## config.mk

```make
export PLATFORM = sky130hd
export DESIGN_NAME = regbank_port_arbiter_flat
export DESIGN_NICKNAME = d
export VERILOG_FILES = /design/src/rtl/regbank_port_arbiter_if.sv /design/src/rtl/regbank_port_arbiter.sv /design/src/flat_wrapper.sv
export SDC_FILE = /design/constraint.sdc
export NUM_CORES = 1
export LEC_CHECK = 0
export CORE_UTILIZATION = 46
export CTS_BUF_LIST = sky130_fd_sc_hd__clkbuf_4 sky130_fd_sc_hd__clkbuf_8 sky130_fd_sc_hd__clkbuf_16
export DETAILED_ROUTE_END_ITERATION = 12
export GPL_ROUTABILITY_DRIVEN = 0
export PLACE_DENSITY = 0.77
export SYNTH_ARGS = -nofsm -noshare
export SYNTH_HDL_FRONTEND = slang
export SYNTH_SLANG_ARGS = --single-unit
```

## constraint.sdc

```tcl
create_clock -name clk -period 5.89 [get_ports clk]
set_clock_uncertainty 0.05 [all_clocks]
set_input_delay 0.589 -clock clk [delete_from_list [all_inputs] [get_ports clk]]
set_output_delay 0.589 -clock clk [all_outputs]
set_load 0.01 [all_outputs]
```

## src/rtl/regbank_port_arbiter_if.sv

```systemverilog
// Bundle of the requester handshake and register-bank control signals that
// pass through the arbiter. The requester side uses the master modport and
// the arbiter uses the slave modport.
interface regbank_port_arbiter_if #(
    parameter int NUM_REQ  = 4,
    parameter int NUM_REGS = 8,
    parameter int AW       = 3,
    parameter int DW       = 32
);
    // Requester side: one op per requester, packed per requester index
    logic [NUM_REQ-1:0]    req;
    logic [NUM_REQ-1:0]    rw;
    logic [NUM_REQ*AW-1:0] addr;
    logic [NUM_REQ*DW-1:0] wdata;

    // Grant feedback to the requesters
    logic [NUM_REQ-1:0]    gnt;
    logic [NUM_REQ-1:0]    bsel;

    // Register-bank controls
    logic [NUM_REGS-1:0]   wr_en;
    logic [NUM_REGS-1:0]   rd_enA;
    logic [NUM_REGS-1:0]   rd_enB;
    logic [DW-1:0]         D;

    modport master (
        output req, rw, addr, wdata,
        input  gnt, bsel, wr_en, rd_enA, rd_enB, D
    );

    modport slave (
        input  req, rw, addr, wdata,
        output gnt, bsel, wr_en, rd_enA, rd_enB, D
    );
endinterface

```

## src/rtl/regbank_port_arbiter.sv

```systemverilog
// Round-robin arbiter sharing one register bank (one write port, two read
// buses a/b) among NUM_REQ requesters. Each cycle it grants at most one write
// and two reads, and registers the one-hot enables, D and per-requester grant.
module regbank_port_arbiter #(
    parameter int NUM_REQ  = 4,
    parameter int NUM_REGS = 8,
    parameter int AW       = 3,
    parameter int DW       = 32
) (
    input  logic                   clk,
    input  logic                   rst,
    regbank_port_arbiter_if.slave  bus
);

    localparam int PW = (NUM_REQ > 1) ? $clog2(NUM_REQ) : 1;

    // Registered state
    logic [PW-1:0]       ptr_q,    ptr_d;
    logic [NUM_REQ-1:0]  gnt_q,    gnt_d;
    logic [NUM_REQ-1:0]  bsel_q,   bsel_d;
    logic [NUM_REGS-1:0] wr_en_q,  wr_en_d;
    logic [NUM_REGS-1:0] rd_enA_q, rd_enA_d;
    logic [NUM_REGS-1:0] rd_enB_q, rd_enB_d;
    logic [DW-1:0]       D_q,      D_d;

    // Unpacked per-requester views of the packed address and data buses
    logic [AW-1:0] addr_a  [NUM_REQ];
    logic [DW-1:0] wdata_a [NUM_REQ];

    // Address to one-hot enable; addresses past the bank decode to all-zero
    function automatic logic [NUM_REGS-1:0] decode(input logic [AW-1:0] a);
        logic [NUM_REGS-1:0] dec;
        dec = '0;
        for (int r = 0; r < NUM_REGS; r++) begin
            dec[r] = (a == AW'(r));
        end
        return dec;
    endfunction

    // Pointer value that follows requester i, wrapping at NUM_REQ
    function automatic logic [PW-1:0] next_ptr(input logic [PW-1:0] i);
        int n;
        n = int'(i) + 1;
        if (n >= NUM_REQ) begin
            n = 0;
        end
        return PW'(n);
    endfunction

    // Split the packed requester buses into indexable arrays
    always_comb begin
        for (int i = 0; i < NUM_REQ; i++) begin
            addr_a[i]  = bus.addr[i*AW +: AW];
            wdata_a[i] = bus.wdata[i*DW +: DW];
        end
    end

    // Round-robin scan from ptr: first writer takes the write port, first two
    // readers take bus a then bus b; the pointer follows the last winner
    always_comb begin
        logic          w_found;
        logic          a_found;
        logic          b_found;
        int            pos;
        logic [PW-1:0] idx;

        gnt_d    = '0;
        bsel_d   = '0;
        wr_en_d  = '0;
        rd_enA_d = '0;
        rd_enB_d = '0;
        D_d      = D_q;
        ptr_d    = ptr_q;
        w_found  = 1'b0;
        a_found  = 1'b0;
        b_found  = 1'b0;
        pos      = 0;
        idx      = '0;

        for (int j = 0; j < NUM_REQ; j++) begin
            pos = int'(ptr_q) + j;
            if (pos >= NUM_REQ) begin
                pos = pos - NUM_REQ;
            end
            idx = PW'(pos);
            if (bus.req[idx]) begin
                if (bus.rw[idx]) begin
                    if (!w_found) begin
                        w_found    = 1'b1;
                        gnt_d[idx] = 1'b1;
                        wr_en_d    = decode(addr_a[idx]);
                        D_d        = wdata_a[idx];
                        ptr_d      = next_ptr(idx);
                    end
                end else if (!a_found) begin
                    a_found    = 1'b1;
                    gnt_d[idx] = 1'b1;
                    rd_enA_d   = decode(addr_a[idx]);
                    ptr_d      = next_ptr(idx);
                end else if (!b_found) begin
                    b_found     = 1'b1;
                    gnt_d[idx]  = 1'b1;
                    bsel_d[idx] = 1'b1;
                    rd_enB_d    = decode(addr_a[idx]);
                    ptr_d       = next_ptr(idx);
                end
            end
        end
    end

    // Grant/enable registers; async reset drops every enable at once so an
    // in-flight write never reaches the bank
    always_ff @(posedge clk or posedge rst) begin
        if (rst) begin
            ptr_q    <= '0;
            gnt_q    <= '0;
            bsel_q   <= '0;
            wr_en_q  <= '0;
            rd_enA_q <= '0;
            rd_enB_q <= '0;
            D_q      <= '0;
        end else begin
            ptr_q    <= ptr_d;
            gnt_q    <= gnt_d;
            bsel_q   <= bsel_d;
            wr_en_q  <= wr_en_d;
            rd_enA_q <= rd_enA_d;
            rd_enB_q <= rd_enB_d;
            D_q      <= D_d;
        end
    end

    assign bus.gnt    = gnt_q;
    assign bus.bsel   = bsel_q;
    assign bus.wr_en  = wr_en_q;
    assign bus.rd_enA = rd_enA_q;
    assign bus.rd_enB = rd_enB_q;
    assign bus.D      = D_q;

    // At most one register may drive each bus or take the write
    a_wr_en_onehot0:  assert property (@(posedge clk) disable iff (rst) $onehot0(wr_en_q));
    a_rd_enA_onehot0: assert property (@(posedge clk) disable iff (rst) $onehot0(rd_enA_q));
    a_rd_enB_onehot0: assert property (@(posedge clk) disable iff (rst) $onehot0(rd_enB_q));

endmodule

```

## src/flat_wrapper.sv

```systemverilog
// flat-port wrapper written by rule: the top's interface ports become plain ports
module regbank_port_arbiter_flat 
#(
    parameter int NUM_REQ  = 4,
    parameter int NUM_REGS = 8,
    parameter int AW       = 3,
    parameter int DW       = 32
)
  (clk, rst, bus_req, bus_rw, bus_addr, bus_wdata, bus_gnt, bus_bsel, bus_wr_en, bus_rd_enA, bus_rd_enB, bus_D);
  regbank_port_arbiter_if #(.NUM_REQ(NUM_REQ), .NUM_REGS(NUM_REGS), .AW(AW), .DW(DW)) bus_i ();
  input  logic clk;
  input  logic rst;
  input wire logic [$bits(bus_i.req)-1:0] bus_req;
  input wire logic [$bits(bus_i.rw)-1:0] bus_rw;
  input wire logic [$bits(bus_i.addr)-1:0] bus_addr;
  input wire logic [$bits(bus_i.wdata)-1:0] bus_wdata;
  output wire logic [$bits(bus_i.gnt)-1:0] bus_gnt;
  output wire logic [$bits(bus_i.bsel)-1:0] bus_bsel;
  output wire logic [$bits(bus_i.wr_en)-1:0] bus_wr_en;
  output wire logic [$bits(bus_i.rd_enA)-1:0] bus_rd_enA;
  output wire logic [$bits(bus_i.rd_enB)-1:0] bus_rd_enB;
  output wire logic [$bits(bus_i.D)-1:0] bus_D;
  assign bus_i.req = bus_req;
  assign bus_i.rw = bus_rw;
  assign bus_i.addr = bus_addr;
  assign bus_i.wdata = bus_wdata;
  assign bus_gnt = bus_i.gnt;
  assign bus_bsel = bus_i.bsel;
  assign bus_wr_en = bus_i.wr_en;
  assign bus_rd_enA = bus_i.rd_enA;
  assign bus_rd_enB = bus_i.rd_enB;
  assign bus_D = bus_i.D;
  regbank_port_arbiter #(.NUM_REQ(NUM_REQ), .NUM_REGS(NUM_REGS), .AW(AW), .DW(DW)) u_core (.clk(clk), .rst(rst), .bus(bus_i));
endmodule
```

; ---- Word level (Yosys, flattened, before mapping)
; Index checks and enable logic that the tools add are counted.
[totals]
register_bits = 66
in_bits = 150
out_inout_bits = 64
word_cells = 240
[op_classes]
add_sub_neg = 11
order_cmp = 20
n_eq_ne = 28
n_mux = 157
bitwise_logic = 9
n_reduce_logical = 8
[op_table]
columns = op, n
row1 = two-way mux 32 bit, 19
row2 = two-way mux 8 bit, 33
row3 = binary-select mux 32 bit (select 2 bit), 4
row4 = two-way mux 4 bit, 25
row5 = == test 3 bit (second input constant), 16
row6 = two-way mux 2 bit, 22
row7 = greater-or-equal comparator 3 bit (second input constant), 11
row8 = two-way mux 1 bit, 30
row9 = binary-select mux 3 bit (select 2 bit), 4
row10 = == test 3 x 2 -> 1 bit (second input constant), 8
row11 = two-way mux 3 bit, 8
row12 = OR 4 bit, 5
row13 = binary-select mux 1 bit (select 2 bit), 8
row14 = adder 2 x 1 -> 3 bit (second input constant), 5
row15 = == test 3 x 1 -> 1 bit (second input constant), 4
row16 = logical NOT 3 bit, 4
row17 = < comparator 2 x 3 -> 1 bit (second input constant), 4
row18 = NOT 2 -> 3 bit, 4
row19 = demux 1 bit (select 2 bit), 4
row20 = greater-or-equal comparator 2 x 1 -> 1 bit (second input constant), 4
row21 = subtractor 2 x 1 -> 2 bit (second input constant), 4
row22 = adder 2 x 2 -> 3 bit (second input constant), 2
row23 = logical AND 1 bit, 4
row24 = greater-or-equal comparator 2 x 3 -> 1 bit (second input constant), 1

; ---- Longest topological paths before layout
[logic_depth]
depth_word = 21
mapped_depth = 16
ltp_nobuf = 8

; ---- Worst setup path after synthesis
; OpenSTA, ideal clock, no wires.
[synth_timing]
path_kind = flip-flop to flip-flop
startpoint = register u_core.ptr_q[1]
endpoint = register u_core.D_q[27], in the netlist u_core.bus.D[27]
setup_ns = 0.127
t_arrival_ns = 4.044
required_time_ns = 5.713
slack_ns = 1.669
path_stages_with_launch = 14
n_path_buf = 7
period_less_slack_ns = 4.221
cell_sequence = dfrtp_1 buf_4 buf_1 clkbuf_1 buf_1 inv_1 ha_1 buf_2 buf_2 buf_1 mux4_2 a221o_1 o21ai_0 a31oi_1
[synth_between]
elab_chain_len = 17
word_cells_on_any_way = 64
cone_classes = add/sub: 7 / order compare: 4 / mux: 49 / bitwise: 4
[synth_lines]
columns = element, line
row1 = "start, declared", regbank_port_arbiter.sv:18  ; logic [PW-1:0] ptr_q, ptr_d;
row2 = "start signal, assigned", regbank_port_arbiter.sv:123  ; ptr_q <= ptr_d;
row3 = "parallel branches: the longest is 16 deep, another holds adder 2 x 1 -> 3 bit", -
row4 = two-way mux 32 bit *, regbank_port_arbiter.sv:86  ; if (bus.req[idx]) begin
row5 = net u_core.D_d[27], regbank_port_arbiter.sv:24  ; logic [DW-1:0] D_q, D_d;
row6 = "end signal, assigned", regbank_port_arbiter.sv:121  ; D_q <= '0;
row7 = "end signal, assigned", regbank_port_arbiter.sv:129  ; D_q <= D_d;
row8 = "end, declared", regbank_port_arbiter.sv:24
; Mark *: on every way through the listed nets, which the timed path passes. The select of a mux whose other input is x is not followed.

; ---- Worst setup path in the final report
[layout_timing]
startpoint = register u_core.ptr_q[0]
endpoint = register u_core.ptr_q[0]
[layout_between]
elab_chain_len = 17
word_cells_on_any_way = 75
cone_classes = add/sub: 11 / order compare: 8 / mux: 56
[layout_lines]
columns = element, line
row1 = "adder 2 x 1 -> 3 bit, or another cell as far along", regbank_port_arbiter.sv:81  ; pos = int'(ptr_q) + j;
row2 = "greater-or-equal comparator 3 bit, or another cell as far along", regbank_port_arbiter.sv:82  ; if (pos >= NUM_REQ) begin
row3 = "two-way mux 2 bit, or another cell as far along", regbank_port_arbiter.sv:82
row4 = "adder 2 x 1 -> 3 bit, or another cell as far along", regbank_port_arbiter.sv:43  ; n = int'(i) + 1;
row5 = "greater-or-equal comparator 3 bit, or another cell as far along", regbank_port_arbiter.sv:44  ; if (n >= NUM_REQ) begin
row6 = "two-way mux 2 bit, or another cell as far along", regbank_port_arbiter.sv:44
row7 = two-way mux 2 bit / two-way mux 1 bit (equally long branches), "regbank_port_arbiter.sv:88, regbank_port_arbiter.sv:95"
row8 = two-way mux 2 bit / two-way mux 1 bit (equally long branches), regbank_port_arbiter.sv:87  ; if (bus.rw[idx]) begin
row9 = [... 2 more ...], -
row10 = two-way mux 2 bit, regbank_port_arbiter.sv:95  ; end else if (!a_found) begin
row11 = two-way mux 2 bit, regbank_port_arbiter.sv:87
row12 = two-way mux 2 bit, regbank_port_arbiter.sv:86
row13 = two-way mux 2 bit, regbank_port_arbiter.sv:100  ; end else if (!b_found) begin
row14 = two-way mux 2 bit, regbank_port_arbiter.sv:95
row15 = two-way mux 2 bit, regbank_port_arbiter.sv:87
row16 = two-way mux 2 bit *, regbank_port_arbiter.sv:86
row17 = net u_core.ptr_d[0], regbank_port_arbiter.sv:18
; Mark *: on every way through the listed nets, which the timed path passes. The rest lies on a longest branch. The select of a mux whose other input is x is not followed.

==> results.py <==
metrics = {
    "worst_setup_path": {
        "cp-startpoint": "u_core.ptr_q[0]",
        "end_kind": "flop",
        "rrSetupSlack_ns": 1.12,
        "cp-start-kind": "flop",
        "crit_required_ns": 6.07,
        "cp_max_fo": 67,
        "r2r.worst_path.cells": 9,
        "crit_arrival_ns": 4.95,
        "path_class": "reg2reg",
        "endpoint": "u_core.ptr_q[0]",
        "crit-reg2reg-launch": "u_core.ptr_q[0]",
        "reg2reg_to": "u_core.ptr_q[0]",
    },
    "finish": {
        "post-route-util": 0.6288,
        "syn_to_final_growth_pct": 32.91,
        "fin_area_um2": 10060,
        "drive_above_1_share": 0.2202,
        "stdcell_count": 1038,
        "mostFrequentLayoutCells": "clkdlybuf4s50_1 (213), mux4_2 (144), dfrtp_1 (64)",
        "multi_input_area_um2": 5578,
        "layout_commonest_cell": "clkdlybuf4s50_1",
        "n_fill_cell": 1260,
        "seq_area_um2": 1659,
        "nets": 975,
        "num_antenna_cells": 0,
    },
    "flow_run": {
        "maxCapViolCount": 0,
    },
    "global_route": {
        "first_global_vias": 6998,
        "track_usage": 0.2779,
        "grt_max_degree": 78,
        "grt_overflow": 0,
        "grt_pass1_wl_um": 36350,
        "antenna_found_initial": 0,
    },
    "power": {
        "p_int_mw": 3.412,
        "finalPower_mw": 6.194,
        "p_leak_nw": 3.556,
        "power_density_nw_per_um2": 615.6,
        "power_frac_seq": 0.142,
        "p_sw_mw": 2.782,
        "combPwrFrac": 0.767,
        "switching_share": 0.4491,
        "vdd.ir_drop.worst_uv": 352.6,
        "clock_power_share": 0.091,
    },
    "worst_hold_path": {
        "holdPathStages": 4,
        "hp-class": "reg2reg",
    },
    "outcome": {
        "outcome": "completed",
    },
    "timing": {
        "finalSetupViolCount": 0,
        "final_max_slew_viol_count": 0,
        "fin_ws_ns": 1.119,
        "hold_slack_ns": 0.7023,
        "min_period_ns": 4.771,
        "fin_tns_setup_ns": 0,
        "tightest_slew_ns": 1.142,
        "max_freq_mhz": 209.6,
        "rsz0062_at_grt": "false",
        "hold_violations": 0,
        "finalCritPeriodShare": 0.8100,
        "relSlewSlack": 0.2372,
    },
    "synthesis": {
        "yosysWarnings": 0,
        "synth_nets": 810,
        "synth_cell_types": 54,
        "netlist_top_cells_area": "mux4_2 (43%), dfrtp_1 (22%), nand2_1 (3.1%), o22ai_1 (2.6%), a221o_1 (2.2%)",
        "ys_seq_area_frac": 0.2182,
        "synth_top_area_share": 0.4284,
        "synthCells": 652,
        "synth_edf_count": 0,
        "avgSynthCellArea_um2": 11.61,
        "synth.largest_area_cell": "mux4_2",
        "async_flop_share": 1.000,
        "ys_ff_latch": 66,
        "synth_flop_cell": "dfrtp_1",
        "netlist_area_um2": 7570,
    },
    "clock_tree": {
        "clock_path_buffers": 2,
        "htreeDepth": 3,
        "clock-sinks": 66,
        "ctsResizeCount": 0,
        "cts.root.buffer_cell": "clkbuf_16",
        "post_cts_buffers": 0,
        "clk_pin_slew_worst_paths_ns": 0.06,
        "clk-insertion-delay-late_ns": 0.34,
        "cts_hold_buf": 0,
        "cts_tree": "done",
        "numCtsBuffers": 9,
    },
    "placement": {
        "pre_cts_slack_ns": 1.086,
        "place_area_um2": 9744,
        "hpwl_um": 16870,
        "port_buffers": 213,
        "dp_cells": 1022,
    },
    "route": {
        "vias": 7207,
        "wirelength_um": 23320,
        "drt_iter0_markers": 848,
        "vias_per_cell": 6.943,
        "drcViolationCount": 0,
        "first_pass_iters": 6,
        "antenna_left": 0,
        "wire_per_inst_um": 22.46,
    },
    "floorplanning": {
        "start_util": 0.4731,
        "core_um2": 16000,
        "ioPinCount": 214,
        "die_h_um": 130.3,
        "num_rows": 46,
        "dieArea_um2": 16970,
        "die_width_um": 130.3,
    },
}
-- Yosys cell counts (2+ instances only) --
| cell | number |
|---|---|
| a211oi_1 | 15 |
| a21o_1 | 14 |
| a21oi_1 | 7 |
| a221o_1 | 17 |
| a221oi_1 | 5 |
| a222oi_1 | 4 |
| a22oi_1 | 6 |
| a31oi_1 | 23 |
| a32o_1 | 3 |
| and2_1 | 6 |
| buf_1 | 7 |
| buf_2 | 24 |
| buf_4 | 4 |
| buf_6 | 4 |
| clkbuf_1 | 29 |
| dfrtp_1 | 66 |
| ha_1 | 8 |
| inv_1 | 10 |
| mux2i_1 | 10 |
| mux4_2 | 144 |
| nand2_1 | 63 |
| nand2b_1 | 10 |
| nand3_1 | 5 |
| nand3b_1 | 5 |
| nor2_1 | 39 |
| nor2b_1 | 6 |
| nor3_1 | 8 |
| nor3_2 | 2 |
| nor3b_1 | 2 |
| o21ai_0 | 30 |
| o21ai_1 | 7 |
| o221ai_1 | 11 |
| o22a_1 | 2 |
| o22ai_1 | 31 |
| o32a_1 | 3 |
| or3_1 | 3 |
| xnor2_1 | 2 |
-- flip-flops by register name (all words and copies together), names as in the netlist --
name,count
u_core.bus.gnt,4
u_core.ptr_q,2
u_core.bus.bsel,4
u_core.bus.wr_en,8
u_core.bus.rd_enB,8
u_core.bus.rd_enA,8
u_core.bus.D,32
-- routing by layer --
metal	vias up	GRT usage	share of wire
met5	-	0	0
met2	492	0.4490	0.50
li1	3083	-	-
met1	3569	0.3623	0.37
met4	0	0.1156	0.026
met3	63	0.06273	0.11
-- how the worst min path moves through the flow --
| stage | startpoint | end | slack (ns) |
|---|---|---|---|
| 4_1_cts | u_core.bus.D[16] | u_core.bus.D[16] | 0.70 |
| 3_3_place_gp | u_core.bus.D[31] | u_core.bus.D[31] | 0.67 |
| 2_1_floorplan | u_core.bus.D[16] | u_core.bus.D[16] | 0.69 |
| 6_report | u_core.bus.D[16] | u_core.bus.D[16] | 0.70 |
| 5_1_grt | u_core.bus.D[16] | u_core.bus.D[16] | 0.74 |
| 3_5_place_dp | u_core.bus.D[16] | u_core.bus.D[16] | 0.68 |
-- cells by family (layout without fill, tap and decap cells) --
family,after synthesis,after routing,share of synthesized area
AND/OR/NAND/NOR,153,153,0.09339
buffers and inverters,78,248,0.04860
AO/OA/AOI/OAI,189,189,0.1797
adder cells (fa/ha/maj),9,9,0.01471
flip-flops,66,66,0.2182
XOR/XNOR,2,2,0.002314
multiplexers,155,155,0.4431
-- worst max-delay path, stage by stage (launching register included) --
cell and delay, ns:
dfrtp_4 1.00, inv_1 0.30, ha_4 0.46, buf_4 0.82, mux4_2 0.44, nand2_1 0.18, or3_1 0.69, o21ai_4 0.20
a21o_1 0.21, a32o_1 0.24
-- power by group through the flow --
stage | Combinational [mW] | Sequential, mW | Clock (mW)
after floorplan | 3.51 | 0.871 | 0
after global placement | 4.49 | 0.878 | 0
after detailed placement | 4.70 | 0.881 | 0
after CTS | 4.71 | 0.883 | 0.568
after global routing | 5.12 | 0.908 | 0.588
final | 4.75 | 0.881 | 0.564
-- cell type report --
cell class,count,share of cell area
Clock buffer,14,0.02798
Tap cell,216,0.02686
Multi-Input combinational cell,508,0.5544
Sequential cell,66,0.1649
Inverter,10,0.003731
Timing Repair Buffer,222,0.2186
Clock inverter,2,0.003482
Note: power is estimated with default switching activity, not from simulation.
